`config.mk`:
```
export PLATFORM = sky130hd
export DESIGN_NAME = instr_fetch_align
export DESIGN_NICKNAME = d
export VERILOG_FILES = /design/src/rtl/instr_fetch_align_pkg.sv /design/src/rtl/instr_fetch_align_word_buffer.sv /design/src/rtl/instr_fetch_align.sv
export SDC_FILE = /design/constraint.sdc
export NUM_CORES = 1
export LEC_CHECK = 0
export BUFFER_PORTS_ARGS = -buffer_cell sky130_fd_sc_hd__clkbuf_2
export CAP_MARGIN = 20
export CORE_MARGIN = 5
export CORE_UTILIZATION = 40
export DETAILED_ROUTE_END_ITERATION = 10
export PLACE_DENSITY_LB_ADDON = 0.3
export SLEW_MARGIN = 20
export SYNTH_ARGS = -nofsm -noshare
export SYNTH_HDL_FRONTEND = slang
export SYNTH_HIERARCHICAL = 1
export SYNTH_SLANG_ARGS = --single-unit
```
`constraint.sdc`:
```
create_clock -name i_clk -period 10.6 [get_ports i_clk]
set_input_delay 1.59 -clock i_clk [delete_from_list [all_inputs] [get_ports i_clk]]
set_output_delay 1.59 -clock i_clk [all_outputs]
set_load 0.05 [all_outputs]
```
`src/rtl/instr_fetch_align_pkg.sv`:
```
// Shared types for the instruction fetch/align path: fetch FSM states,
// word tags and the compressed-instruction test.
package instr_fetch_align_pkg;

    typedef enum logic [1:0] {
        FSIDLE = 2'd0,
        FSREQ  = 2'd1,
        FSWAIT = 2'd2
    } fetch_state_e;

    typedef logic [29:0] word_tag_t;

    function automatic logic is_compressed(input logic [15:0] half);
        return half[1:0] != 2'b11;
    endfunction

endpackage

```
`src/rtl/instr_fetch_align_word_buffer.sv`:
```
// Two-entry tagged word buffer: lookup of the PC word (W) and the next word (N),
// victim choice (invalid slot, then a slot holding neither W nor N) and write port.
module fetch_word_buffer
    import instr_fetch_align_pkg::*;
(
    input  logic        i_clk,
    input  logic        i_rst,
    input  word_tag_t   i_tag_w,
    input  word_tag_t   i_tag_n,
    input  logic        i_wr_en,
    input  word_tag_t   i_wr_tag,
    input  logic [31:0] i_wr_data,
    output logic        o_hit_w,
    output logic        o_hit_n,
    output logic [31:0] o_data_w,
    output logic [15:0] o_half_n,
    output logic        o_victim_ok
);

    logic [1:0]  r_valid;
    word_tag_t   r_tag  [2];
    logic [31:0] r_data [2];

    logic [1:0] w_hw;
    logic [1:0] w_hn;
    logic [1:0] w_stale;
    logic       w_victim_sel;

    always_comb begin
        for (int i = 0; i < 2; i++) begin
            w_hw[i]    = r_valid[i] && (r_tag[i] == i_tag_w);
            w_hn[i]    = r_valid[i] && (r_tag[i] == i_tag_n);
            w_stale[i] = r_valid[i] && !w_hw[i] && !w_hn[i];
        end
    end

    assign o_hit_w  = |w_hw;
    assign o_hit_n  = |w_hn;
    assign o_data_w = w_hw[0] ? r_data[0] : r_data[1];
    assign o_half_n = w_hn[0] ? r_data[0][15:0] : r_data[1][15:0];

    // Free slot wins over a stale one; with both slots live the write is dropped.
    assign o_victim_ok  = |(~r_valid | w_stale);
    assign w_victim_sel = !r_valid[0] ? 1'b0 :
                          !r_valid[1] ? 1'b1 :
                          w_stale[0]  ? 1'b0 : 1'b1;

    always_ff @(posedge i_clk) begin
        if (i_rst) begin
            r_valid <= 2'b00;
        end else if (i_wr_en && o_victim_ok) begin
            r_valid[w_victim_sel] <= 1'b1;
            r_tag[w_victim_sel]   <= i_wr_tag;
            r_data[w_victim_sel]  <= i_wr_data;
        end
    end

endmodule

```
`src/rtl/instr_fetch_align.sv`:
```
// Fetches words into a 2-entry buffer and extracts the (possibly straddling)
// instruction at the halfword-aligned PC, flagging 16-bit forms.
//   state  | meaning
//   FSIDLE | no request in flight; picks the next needed word
//   FSREQ  | MemReq held with MemAddr until MemReady
//   FSWAIT | request accepted, waiting for MemRValid
module instr_fetch_align
    import instr_fetch_align_pkg::*;
#(
    parameter bit PREFETCH = 1'b1
) (
    input  logic        i_clk,
    input  logic        i_rst,
    input  logic [31:0] i_pc_addr,
    output logic        o_mem_req,
    output logic [31:0] o_mem_addr,
    input  logic        i_mem_ready,
    input  logic        i_mem_rvalid,
    input  logic [31:0] i_mem_rdata,
    output logic        o_instr_valid,
    output logic [31:0] o_instr_data,
    output logic        o_compressed,
    output logic        o_fetch_fault
);

    fetch_state_e r_state;
    word_tag_t    r_req_addr;
    logic         r_mem_req;
    logic [31:0]  r_mem_addr;

    word_tag_t   w_tag_w;
    word_tag_t   w_tag_n;
    logic        w_hit_w;
    logic        w_hit_n;
    logic [31:0] w_data_w;
    logic [15:0] w_half_n;
    logic        w_victim_ok;
    logic [15:0] w_half;
    logic        w_comp;
    logic        w_fault;
    logic        w_need_w;
    logic        w_need_n_str;
    logic        w_need_n_pf;
    logic        w_need;
    word_tag_t   w_need_tag;
    logic        w_wr_en;
    logic        w_valid;
    logic [31:0] w_instr;
    logic        w_comp_out;

    assign w_tag_w = i_pc_addr[31:2];
    assign w_tag_n = w_tag_w + 30'd1;
    assign w_fault = i_pc_addr[0];
    assign w_half  = i_pc_addr[1] ? w_data_w[31:16] : w_data_w[15:0];
    assign w_comp  = is_compressed(w_half);

    // Tag check uses the current PC, so a PC move on the response edge decides the drop.
    assign w_wr_en = (r_state == FSWAIT) && i_mem_rvalid &&
                     ((r_req_addr == w_tag_w) || (r_req_addr == w_tag_n));

    fetch_word_buffer u_buf (
        .i_clk       (i_clk),
        .i_rst       (i_rst),
        .i_tag_w     (w_tag_w),
        .i_tag_n     (w_tag_n),
        .i_wr_en     (w_wr_en),
        .i_wr_tag    (r_req_addr),
        .i_wr_data   (i_mem_rdata),
        .o_hit_w     (w_hit_w),
        .o_hit_n     (w_hit_n),
        .o_data_w    (w_data_w),
        .o_half_n    (w_half_n),
        .o_victim_ok (w_victim_ok)
    );

    assign w_need_w     = !w_hit_w;
    assign w_need_n_str = w_hit_w && i_pc_addr[1] && !w_comp && !w_hit_n;
    assign w_need_n_pf  = PREFETCH && !w_hit_n && w_victim_ok;
    assign w_need       = !w_fault && (w_need_w || w_need_n_str || w_need_n_pf);
    assign w_need_tag   = w_need_w ? w_tag_w : w_tag_n;

    always_comb begin
        w_valid    = 1'b0;
        w_instr    = 32'h0;
        w_comp_out = 1'b0;
        if (!w_fault && w_hit_w) begin
            if (w_comp) begin
                w_valid    = 1'b1;
                w_instr    = {16'h0, w_half};
                w_comp_out = 1'b1;
            end else if (!i_pc_addr[1]) begin
                w_valid = 1'b1;
                w_instr = w_data_w;
            end else if (w_hit_n) begin
                w_valid = 1'b1;
                w_instr = {w_half_n, w_data_w[31:16]};
            end
        end
    end

    always_ff @(posedge i_clk) begin
        if (i_rst) begin
            r_state    <= FSIDLE;
            r_req_addr <= '0;
            r_mem_req  <= 1'b0;
            r_mem_addr <= 32'h0;
        end else begin
            case (r_state)
                FSIDLE: begin
                    if (w_need) begin
                        r_req_addr <= w_need_tag;
                        r_mem_addr <= {w_need_tag, 2'b00};
                        r_mem_req  <= 1'b1;
                        r_state    <= FSREQ;
                    end
                end
                FSREQ: begin
                    if (i_mem_ready) begin
                        r_mem_req <= 1'b0;
                        r_state   <= FSWAIT;
                    end
                end
                FSWAIT: begin
                    if (i_mem_rvalid) r_state <= FSIDLE;
                end
                default: begin
                    r_mem_req <= 1'b0;
                    r_state   <= FSIDLE;
                end
            endcase
        end
    end

    assign o_mem_req     = r_mem_req;
    assign o_mem_addr    = r_mem_addr;
    assign o_instr_valid = w_valid;
    assign o_instr_data  = w_instr;
    assign o_compressed  = w_comp_out;
    assign o_fetch_fault = w_fault;

endmodule

```
# Yosys cells after proc, flatten, opt, wreduce, memory -nomap -nowiden
# Memories as Yosys holds them, arrays and structs flattened.
# Cells that the tools add are included.
[op_classes]
n_addsub = 1
order_cmp = 2
n_eq_ne = 12
n_mux = 29
n_bitwise = 4
n_reduce_logical = 36
[ops]
columns = ["op", "n"]
rows = [
  ["$eq 30x30->1", 6],
  ["$mux 32", 5],
  ["$mux 16", 2],
  ["$add 30x1->30 const B", 1],
  ["$mux 30", 1],
  ["$logic_and 1x1->1", 18],
  ["$mux 1", 15],
  ["$logic_not 1->1", 8],
  ["$ne 2x2->1 const B", 4],
  ["$mux 2", 3],
  ["$pmux 2 s3", 1],
  ["$reduce_and 3->1", 2],
  ["$reduce_or 2->1", 3],
  ["$or 2x2->2", 2],
  ["$logic_or 1x1->1", 3],
  ["$pmux 1 s3", 1],
  ["$eq 2x1->1 const B", 1],
  ["$eq 2x2->1 const B", 1],
  ["$logic_not 2->1", 1],
  ["$lt 1x2->1 const B", 1],
  ["$not 2->2", 1],
  ["$reduce_and 2->1", 1],
  ["$demux 1 s1", 1],
  ["$ge 1x1->1 const B", 1],
  ["$not 1->1", 1],
]
[word_totals]
ff_bits = 35
ramBits = 124
in_bits = 68
wordCells = 90
mem_count = 2
[memory_table]
columns = ["name", "depth", "word_bits", "rd", "rd_clocked_by_memory_dff", "write_ports", "line", "source"]
rows = [
  ["u_buf.r_data", 2, 32, 2, 0, 1, "instr_fetch_align_word_buffer.sv:22", "logic [31:0] r_data [2];"],
  ["u_buf.r_tag", 2, 30, 2, 0, 1, "instr_fetch_align_word_buffer.sv:21", "word_tag_t r_tag [2];"],
]

# Depth between registers and ports, before layout
# Gate-level depths: netlist of the first run.
# An unclocked memory read counts as a cell.
[depth]
depth_word = 14
mapped_depth = 21
ltp_nobuf = 17

# Cells and area by module
# The synthesis of the first run kept the hierarchy.
[by_module_without_submodules]
columns = ["module", "instances", "cells_per_inst", "area_per_inst_um2", "seq_area_each_um2"]
rows = [
  ["fetch_word_buffer", 1, 373, 5978.2, 3763.6],
  ["instr_fetch_align", 1, 496, 3749.8, 660.6],
]

# Worst setup path after synthesis of the first run
# No wires, ideal clock.
[synth_timing]
path_type = "in2reg"
start = "input port i_pc_addr[2]"
end = "memory u_buf.r_data[1][0] (enable)"
setup_time_ns = 0.503
arrival_time_ns = 7.538
required_time_ns = 10.097
slack_ns = 2.559
stages = 14
path_buffers = 3
cell_sequence = "clkbuf_2 -> nand4_4 -> or4_2 -> clkbuf_1 -> nor3_2 -> nand2_1 -> xnor2_1 -> xnor2_1 -> nand4_1 -> nor4_1 -> nand4_1 -> buf_2 -> a221o_2 -> a21oi_1"
[synth_via]
elab_chain_cells = 11
word_cells_on_any_way = 30
[synth_rtl]
columns = ["element", "line", "source"]
rows = [
  ["start, declared", "instr_fetch_align.sv:14", "input logic [31:0] i_pc_addr,"],
  ["$add 30x1->30 *", "instr_fetch_align.sv:52", "assign w_tag_n = w_tag_w + 30'd1;"],
  ["via w_tag_n[25]", "instr_fetch_align.sv:32", "word_tag_t w_tag_n;"],
  ["$eq 30x30->1", "instr_fetch_align_word_buffer.sv:32", "w_hn[i] = r_valid[i] && (r_tag[i] == i_tag_n);"],
  ["$logic_and 1x1->1", "instr_fetch_align_word_buffer.sv:32", ""],
  ["$logic_not 1->1", "instr_fetch_align_word_buffer.sv:33", "w_stale[i] = r_valid[i] && !w_hw[i] && !w_hn[i];"],
  ["$logic_and 1x1->1", "instr_fetch_align_word_buffer.sv:33", ""],
  ["$or 2x2->2", "instr_fetch_align_word_buffer.sv:43", "assign o_victim_ok = |(~r_valid | w_stale);"],
  ["$reduce_or 2->1", "instr_fetch_align_word_buffer.sv:43", ""],
  ["$logic_and 1x1->1", "instr_fetch_align_word_buffer.sv:51", "end else if (i_wr_en && o_victim_ok) begin"],
  ["$mux 1", "instr_fetch_align_word_buffer.sv:51", ""],
  ["$mux 1", "instr_fetch_align_word_buffer.sv:49", "if (i_rst) begin"],
  ["$mux 1 (implied by the code)", "instr_fetch_align_word_buffer.sv:54", "r_data[w_victim_sel] <= i_wr_data;"],
  ["end, declared", "instr_fetch_align_word_buffer.sv:22", ""],
]
# The timed path passes the listed nets; every way through them passes the cells marked *.

# Final worst setup path of the first run
[layout_timing]
start = "input port i_pc_addr[2]"
end = "output port o_instr_data[14]"
[layout_via]
elab_chain_cells = 8
word_cells_on_any_way = 19
[layout_rtl]
columns = ["element", "line", "source"]
rows = [
  ["$add 30x1->30 *", "instr_fetch_align.sv:52", ""],
  ["via w_tag_n[18]", "instr_fetch_align.sv:32", ""],
  ["$eq 30x30->1", "instr_fetch_align_word_buffer.sv:32", ""],
  ["$logic_and 1x1->1", "instr_fetch_align_word_buffer.sv:32", ""],
  ["$reduce_or 2->1 *", "instr_fetch_align_word_buffer.sv:38", "assign o_hit_n = |w_hn;"],
  ["via w_hit_n", "instr_fetch_align.sv:34", "logic w_hit_n;"],
  ["$mux 32 *", "instr_fetch_align.sv:94", "end else if (w_hit_n) begin"],
  ["$mux 32 *", "instr_fetch_align.sv:91", "end else if (!i_pc_addr[1]) begin"],
  ["$mux 32 *", "instr_fetch_align.sv:87", "if (w_comp) begin"],
  ["$mux 32 *", "instr_fetch_align.sv:86", "if (!w_fault && w_hit_w) begin"],
  ["end, declared", "instr_fetch_align.sv:21", "output logic [31:0] o_instr_data,"],
]
# Marks and branches as above.

==> impl_metrics.env, run 1 <==
export IMPL_cp_max_fo=15
export IMPL_cts_tree="yes"
export IMPL_clkSinkCount=159
export IMPL_vdd_drop_max_v=0.0000897
export IMPL_ys_ff_latch=159
export IMPL_num_vias=7030
export IMPL_max_cap_violations=0
export IMPL_grt_max_degree=62
export IMPL_place_gp_congestion=0.981
export IMPL_relSlewSlack=0.251
export IMPL_yosysTopAreaCell="edfxtp_1"
export IMPL_hold_depth=2
export IMPL_row_count=57
export IMPL_post_cts_setup_buffer_count=0
export IMPL_grt_pass1_vias=7189
export IMPL_arrival_ns=6.45
export IMPL_detail_route_wl_per_cell_um=22.5
export IMPL_cp_required_ns=9.01
export IMPL_drtIter0Drc=373
export IMPL_fin_crit_ns=8.04
export IMPL_cp_slowest_stage_delay_ns=0.58
export IMPL_final_nets=1045
export IMPL_synthTopCellsByCount="xnor2_1, edfxtp_1, xor2_1"
export IMPL_viasPerCell=5.35
export IMPL_dr_pass1_iters=5
export IMPL_htreeDepth=4
export IMPL_grtUsageTotal=0.212
export IMPL_worstPathBufferInverterCount=3
export IMPL_diodes=0
export IMPL_worstSetupPathType="input port to output port"
export IMPL_drive_gt1_frac=0.251
export IMPL_dp_hpwl_mm=22.4
export IMPL_r2r_end="u_buf/r_tag[1][19]$_DFFE_PP_"
export IMPL_finalWirelength_mm=29.6
export IMPL_tightestPinTransition_ns=1.12
export IMPL_die_y_um=166
export IMPL_power_switching_uw=455
export IMPL_start_kind="input port"
export IMPL_synthTopCellsByArea="edfxtp_1, xnor2_1, xor2_1"
export IMPL_cts_made_buffers=17
export IMPL_rsz0062_at_grt="false"
export IMPL_seq_power_share=0.436
export IMPL_synth_top_area_frac=0.383
export IMPL_ys_seq_area_frac=0.455
export IMPL_cts_hold_buf=0
export IMPL_fp_coreArea_um2=24100
export IMPL_syn_avg_cell_area_um2=11.2
export IMPL_yosysWarnings=6
export IMPL_synthCells=869
export IMPL_die_x_um=166
export IMPL_drc_errors=0
export IMPL_synthArstFlopShare=0
export IMPL_reg2reg_depth=10
export IMPL_hold_start="o_mem_req$_SDFFE_PP0P_"
export IMPL_min_to="o_mem_req$_SDFFE_PP0P_"
export IMPL_power_share_clock=0.427
export IMPL_initial_core_util=0.404
export IMPL_clk_pin_slew_ns=0.07
export IMPL_status="finished, final reports clean"
export IMPL_overflow=0
export IMPL_path_cells="clkbuf_2 -> ha_1 -> nand3_2 -> nor4_4 -> and4_2 -> xor2_1 -> xnor2_1 -> and3_1 -> nand4b_1 -> or4_1 -> o21ai_0 -> inv_1 -> nand2_1 -> o21ai_1 -> nor2_1 -> clkbuf_2"
export IMPL_clockBufferDepth=2
export IMPL_numPortBuffers=133
export IMPL_areaGrowthSynthToFinish_pct=15.4
export IMPL_ios=136
export IMPL_yosysUniqueCellTypes=65
export IMPL_slew_violations=0
export IMPL_ant_nets=0
export IMPL_grt_pass1_wl_mm=45.0
export IMPL_fin_crit_sh=0.758
export IMPL_critPathTopFamily="simple AND/OR/NAND/NOR gates"
export IMPL_timing_critical_path_mode_cell="clkbuf_2"
export IMPL_fmax_mhz=124
export IMPL_setup_viol=0
export IMPL_holdWs_ns=0.496
export IMPL_powerDensity_nw_per_um2=144
export IMPL_hold_class="flip-flop to flip-flop"
export IMPL_power_static_leakage_nw=4.13
export IMPL_share_comb_of_total_power=0.137
export IMPL_cts_root_buf="clkbuf_16"
export IMPL_grt_antenna_before_repair=0
export IMPL_rr_startpoint="r_req_addr[13]$_SDFFE_PP0P_"
export IMPL_timing_hold_violations_final=0
export IMPL_ctsResizeCount=0
export IMPL_die_area_um2=27500
export IMPL_post_synth_top_count_cell="xnor2_1"
export IMPL_end_kind="output port"
export IMPL_intPower_mw=1.16
export IMPL_slowest_stage="o21ai_0"
export IMPL_synthFlopType="edfxtp_1"
export IMPL_regToRegSetupSlack_ns=5.72
export IMPL_synth_edf_count=124
export IMPL_insertion_delay_ns=0.43
export IMPL_tns_ns=0
export IMPL_netlist_area_um2=9730
export IMPL_clock_skew_ns=0.00870
export IMPL_swShare=0.282
[through the flow]
step                setup slack, ns  area, um2  cells  power, mW  utilization
finish                         2.56      11200   1313       1.61        0.466
global route                   2.24      11200   1313       1.67        0.466
CTS                            2.64      11200   1313       1.62        0.466
detailed placement             2.67      10600   1281      0.938        0.439
global placement               2.72      10600   1281      0.937        0.439
floorplan                      2.56       9730    870      0.864            -
[final cells by class]
type / instances / area [um2]
inverter: 10 / 37.5
clock inverter: 15 / 224
clock buffer: 17 / 425
timing repair buffer: 140 / 718
tap: 324 / 405
fill: 2349 / 12900
multi-input combinational: 648 / 4990
sequential: 159 / 4420
[worst reg2reg max path, cell delays in order (launching register included)]
cell      delay [ns]
dfxtp_1         0.41
xor2_1          0.37
xor2_1          0.12
nor4_1          0.58
nand4_1         0.20
a2111o_1        0.36
o41ai_2         0.57
nand2b_1        0.19
or2_2           0.35
a21oi_4         0.70
buf_4           0.66
[kinds of logic after synthesis]
group	synth area share
buffers and inverters	0.0352
AO/OA/AOI/OAI	0.0485
other	0.000385
flip-flops	0.455
XOR/XNOR	0.201
adder cells (fa/ha/maj)	0.00129
AND/OR/NAND/NOR	0.157
multiplexers	0.102
[power groups by stage]
stage / clock, mW / combinational, mW / sequential (mW)
after detailed placement: 0 / 0.220 / 0.718
final: 0.688 / 0.221 / 0.704
after floorplan: 0 / 0.115 / 0.749
after CTS: 0.699 / 0.221 / 0.704
after global placement: 0 / 0.220 / 0.717
after global routing: 0.731 / 0.235 / 0.706
[registers in the layout, indices dropped and copies added (netlist names)]
register / count
u_buf/r_tag: 60
u_buf/r_data: 64
r_req_addr: 30
o_mem_req: 1
r_state: 2
u_buf/r_valid: 2
[worst max-delay path by stage]
stage / startpoint / end / slack, ns / depth (start not counted)
floorplan: i_pc_addr[2] / u_buf/r_data[1][0]$_DFFE_PP_ / 2.56 / 14
global placement: i_pc_addr[2] / o_instr_data[11] / 2.72 / 16
detailed placement: i_pc_addr[2] / o_instr_data[14] / 2.67 / 16
CTS: i_pc_addr[2] / o_instr_data[14] / 2.64 / 16
global route: i_pc_addr[2] / o_instr_data[14] / 2.24 / 15
finish: i_pc_addr[2] / o_instr_data[14] / 2.56 / 16
[layout by cell type (no fill, tap or decap), types with 6 or more instances in the layout]
master	netlist	routed
xnor2_1	138	138
nand2_1	43	43
nor2_1	84	83
inv_6	0	6
inv_1	10	10
edfxtp_1	124	124
nand2b_1	8	8
mux2_4	29	29
o21ai_0	8	8
nor2b_1	6	6
nor4_1	21	21
nor3_1	6	6
a211oi_1	33	33
clkbuf_16	0	17
clkbuf_2	3	133
mux2i_1	32	32
nand4_1	45	45
nand3_1	18	18
xor2_1	85	85
dfxtp_1	35	35
a21oi_1	8	6
buf_4	7	7
mux2_2	21	21
and3_1	7	7
[layer usage]
layer / GRT usage / up-vias / wire length, um
met4: 0.0742 / 0 / 849
met2: 0.349 / 249 / 14000
li1: - / 3347 / -
met1: 0.281 / 3394 / 13000
met3: 0.0424 / 40 / 1720
met5: 0 / - / 0
No activity file was read; power rests on OpenSTA's default activity.
==> inputs of run 2 (changes only) <==
Clock period 10.6 ns to 8.1 ns, I/O delays scaled along.
==> impl_metrics.env, run 2 (synthesized netlist as in run 1, its figures left out) <==
export IMPL_mostFrequentLayoutCells="xnor2_1, clkbuf_2, edfxtp_1"
export IMPL_ant_nets=0
export IMPL_timing_hold_violations_final=0
export IMPL_clk_pin_slew_ns=0.07
export IMPL_detail_route_wl_per_cell_um=22.4
export IMPL_insertion_delay_ns=0.43
export IMPL_fill_cells=2345
export IMPL_ios=136
export IMPL_routed_wl_met2_mm=14.0
export IMPL_power_static_leakage_nw=4.12
export IMPL_row_count=57
export IMPL_dr_pass1_iters=5
export IMPL_clkSinkCount=159
export IMPL_fin_crit_ns=7.36
export IMPL_cts_root_buf="clkbuf_16"
export IMPL_top_register="u_buf/r_data"
export IMPL_hold_class="flip-flop to flip-flop"
export IMPL_overflow=0
export IMPL_powerDensity_nw_per_um2=181
export IMPL_cp_max_fo=15
export IMPL_cts_hold_buf=0
export IMPL_clockBufferDepth=2
export IMPL_drc_errors=0
export IMPL_routed_top_layer="met4"
export IMPL_finish_utilization=0.465
export IMPL_dp_slack_ns=0.830
export IMPL_setup_viol=0
export IMPL_slew_violations=0
export IMPL_final_nets=1045
export IMPL_finalWirelength_mm=29.4
export IMPL_initial_core_util=0.404
export IMPL_vdd_drop_max_v=0.000128
export IMPL_fp_coreArea_um2=24100
export IMPL_grt_antenna_before_repair=0
export IMPL_regArea_um2=4420
export IMPL_wl_met3_mm=1.59
export IMPL_worstSetupPathType="input port to output port"
export IMPL_fin_ws_ns=0.742
export IMPL_drtIter0Drc=534
export IMPL_relSlewSlack=0.245
export IMPL_rsz0062_at_grt="false"
export IMPL_grt_pass1_wl_mm=44.2
export IMPL_end_kind="output port"
export IMPL_numPortBuffers=133
export IMPL_fin_cells=1313
export IMPL_post_cts_setup_buffer_count=0
export IMPL_status="finished, final reports clean"
export IMPL_viasPerCell=5.37
export IMPL_largest_register_ffs=64
export IMPL_htreeDepth=4
export IMPL_wl_met1_mm=13.0
export IMPL_multi_input_area_um2=4990
export IMPL_areaGrowthSynthToFinish_pct=15.1
export IMPL_tightestPinTransition_ns=1.13
export IMPL_drive_gt1_frac=0.249
export IMPL_top_regs="u_buf/r_data x64, u_buf/r_tag x60, r_req_addr x30"
export IMPL_grt_pass1_vias=7080
export IMPL_die_area_um2=27500
export IMPL_clock_skew_ns=0.0107
export IMPL_dp_hpwl_mm=22.4
export IMPL_cts_made_buffers=17
export IMPL_holdWs_ns=0.497
export IMPL_max_cap_violations=0
export IMPL_arrival_ns=6.14
export IMPL_place_gp_congestion=0.988
export IMPL_grtUsageTotal=0.210
export IMPL_tns_ns=0
export IMPL_start_kind="input port"
export IMPL_die_y_um=166
export IMPL_grt_max_degree=42
export IMPL_dp_cells=1280
export IMPL_cts_tree="yes"
export IMPL_fin_crit_sh=0.908
export IMPL_die_x_um=166
export IMPL_cp_required_ns=6.88
export IMPL_num_vias=7057
export IMPL_fmax_mhz=136
export IMPL_layout_commonest_cell="xnor2_1"
export IMPL_ctsResizeCount=0
export IMPL_diodes=0
==> run 2: cell count changes in the layout (fill, tap and decap cells not counted) <==
cell and change:
buf_4 -3, bufinv_16 -2, clkinv_2 +3, clkbuf_1 +2
clkinvlp_4 -2, inv_8 +1, clkinv_8 -1, inv_6 -1
buf_12 +3
==> run 2: worst max-delay path, stage by stage <==
cell      delay (ns)
clkbuf_2        0.27
ha_1            0.37
nand3_2         0.34
nor4_4          0.52
and4_2          0.34
xor2_1          0.26
xnor2_1         0.27
and3_1          0.22
nand4b_1        0.09
or4_1           0.44
o21ai_0         0.63
inv_1           0.14
nand2_1         0.12
o21ai_1         0.34
nor2_1          0.24
clkbuf_2        0.30
==> run 2: power by group <==
group | switching [mW] | internal, mW
registers | 0.0255 | 0.896
logic | 0.198 | 0.0924
clock network | 0.351 | 0.462
==> run 2: cell type report <==
cell class / instances / area share
Clock inverter: 13 / 0.0134
Tap cell: 324 / 0.0362
Timing Repair Buffer: 140 / 0.0675
Inverter: 10 / 0.00335
Clock buffer: 19 / 0.0387
Multi-Input combinational cell: 648 / 0.446
Sequential cell: 159 / 0.395
==> run 2: worst paths after layout <==
check / from / endpoint / slack [ns] / cells after the start
worst max register to register: u_buf/r_tag[0][19]$_DFFE_PP_ / r_req_addr[14]$_SDFFE_PP0P_ / 3.40 / 13
worst min register to register: o_mem_req$_SDFFE_PP0P_ / o_mem_req$_SDFFE_PP0P_ / 0.50 / 2
worst min-delay path: o_mem_req$_SDFFE_PP0P_ / o_mem_req$_SDFFE_PP0P_ / 0.50 / 2
worst max-delay path: i_pc_addr[2] / o_instr_data[10] / 0.74 / 16
==> run 2: per-stage QoR <==
| step | instance area [um2] | total power, mW |
|---|---|---|
| 2_1_floorplan | 9730 | 1.13 |
| 3_3_place_gp | 10600 | 1.23 |
| 3_5_place_dp | 10600 | 1.23 |
| 4_1_cts | 11200 | 2.04 |
| 5_1_grt | 11200 | 2.10 |
| 6_report | 11200 | 2.02 |
==> run 2: metal layers <==
metal  global-route usage  up-vias
li1                     -     3339
met1                0.284     3446
met2                0.338      237
met3               0.0433       35
met4               0.0696        0
met5                    0        -
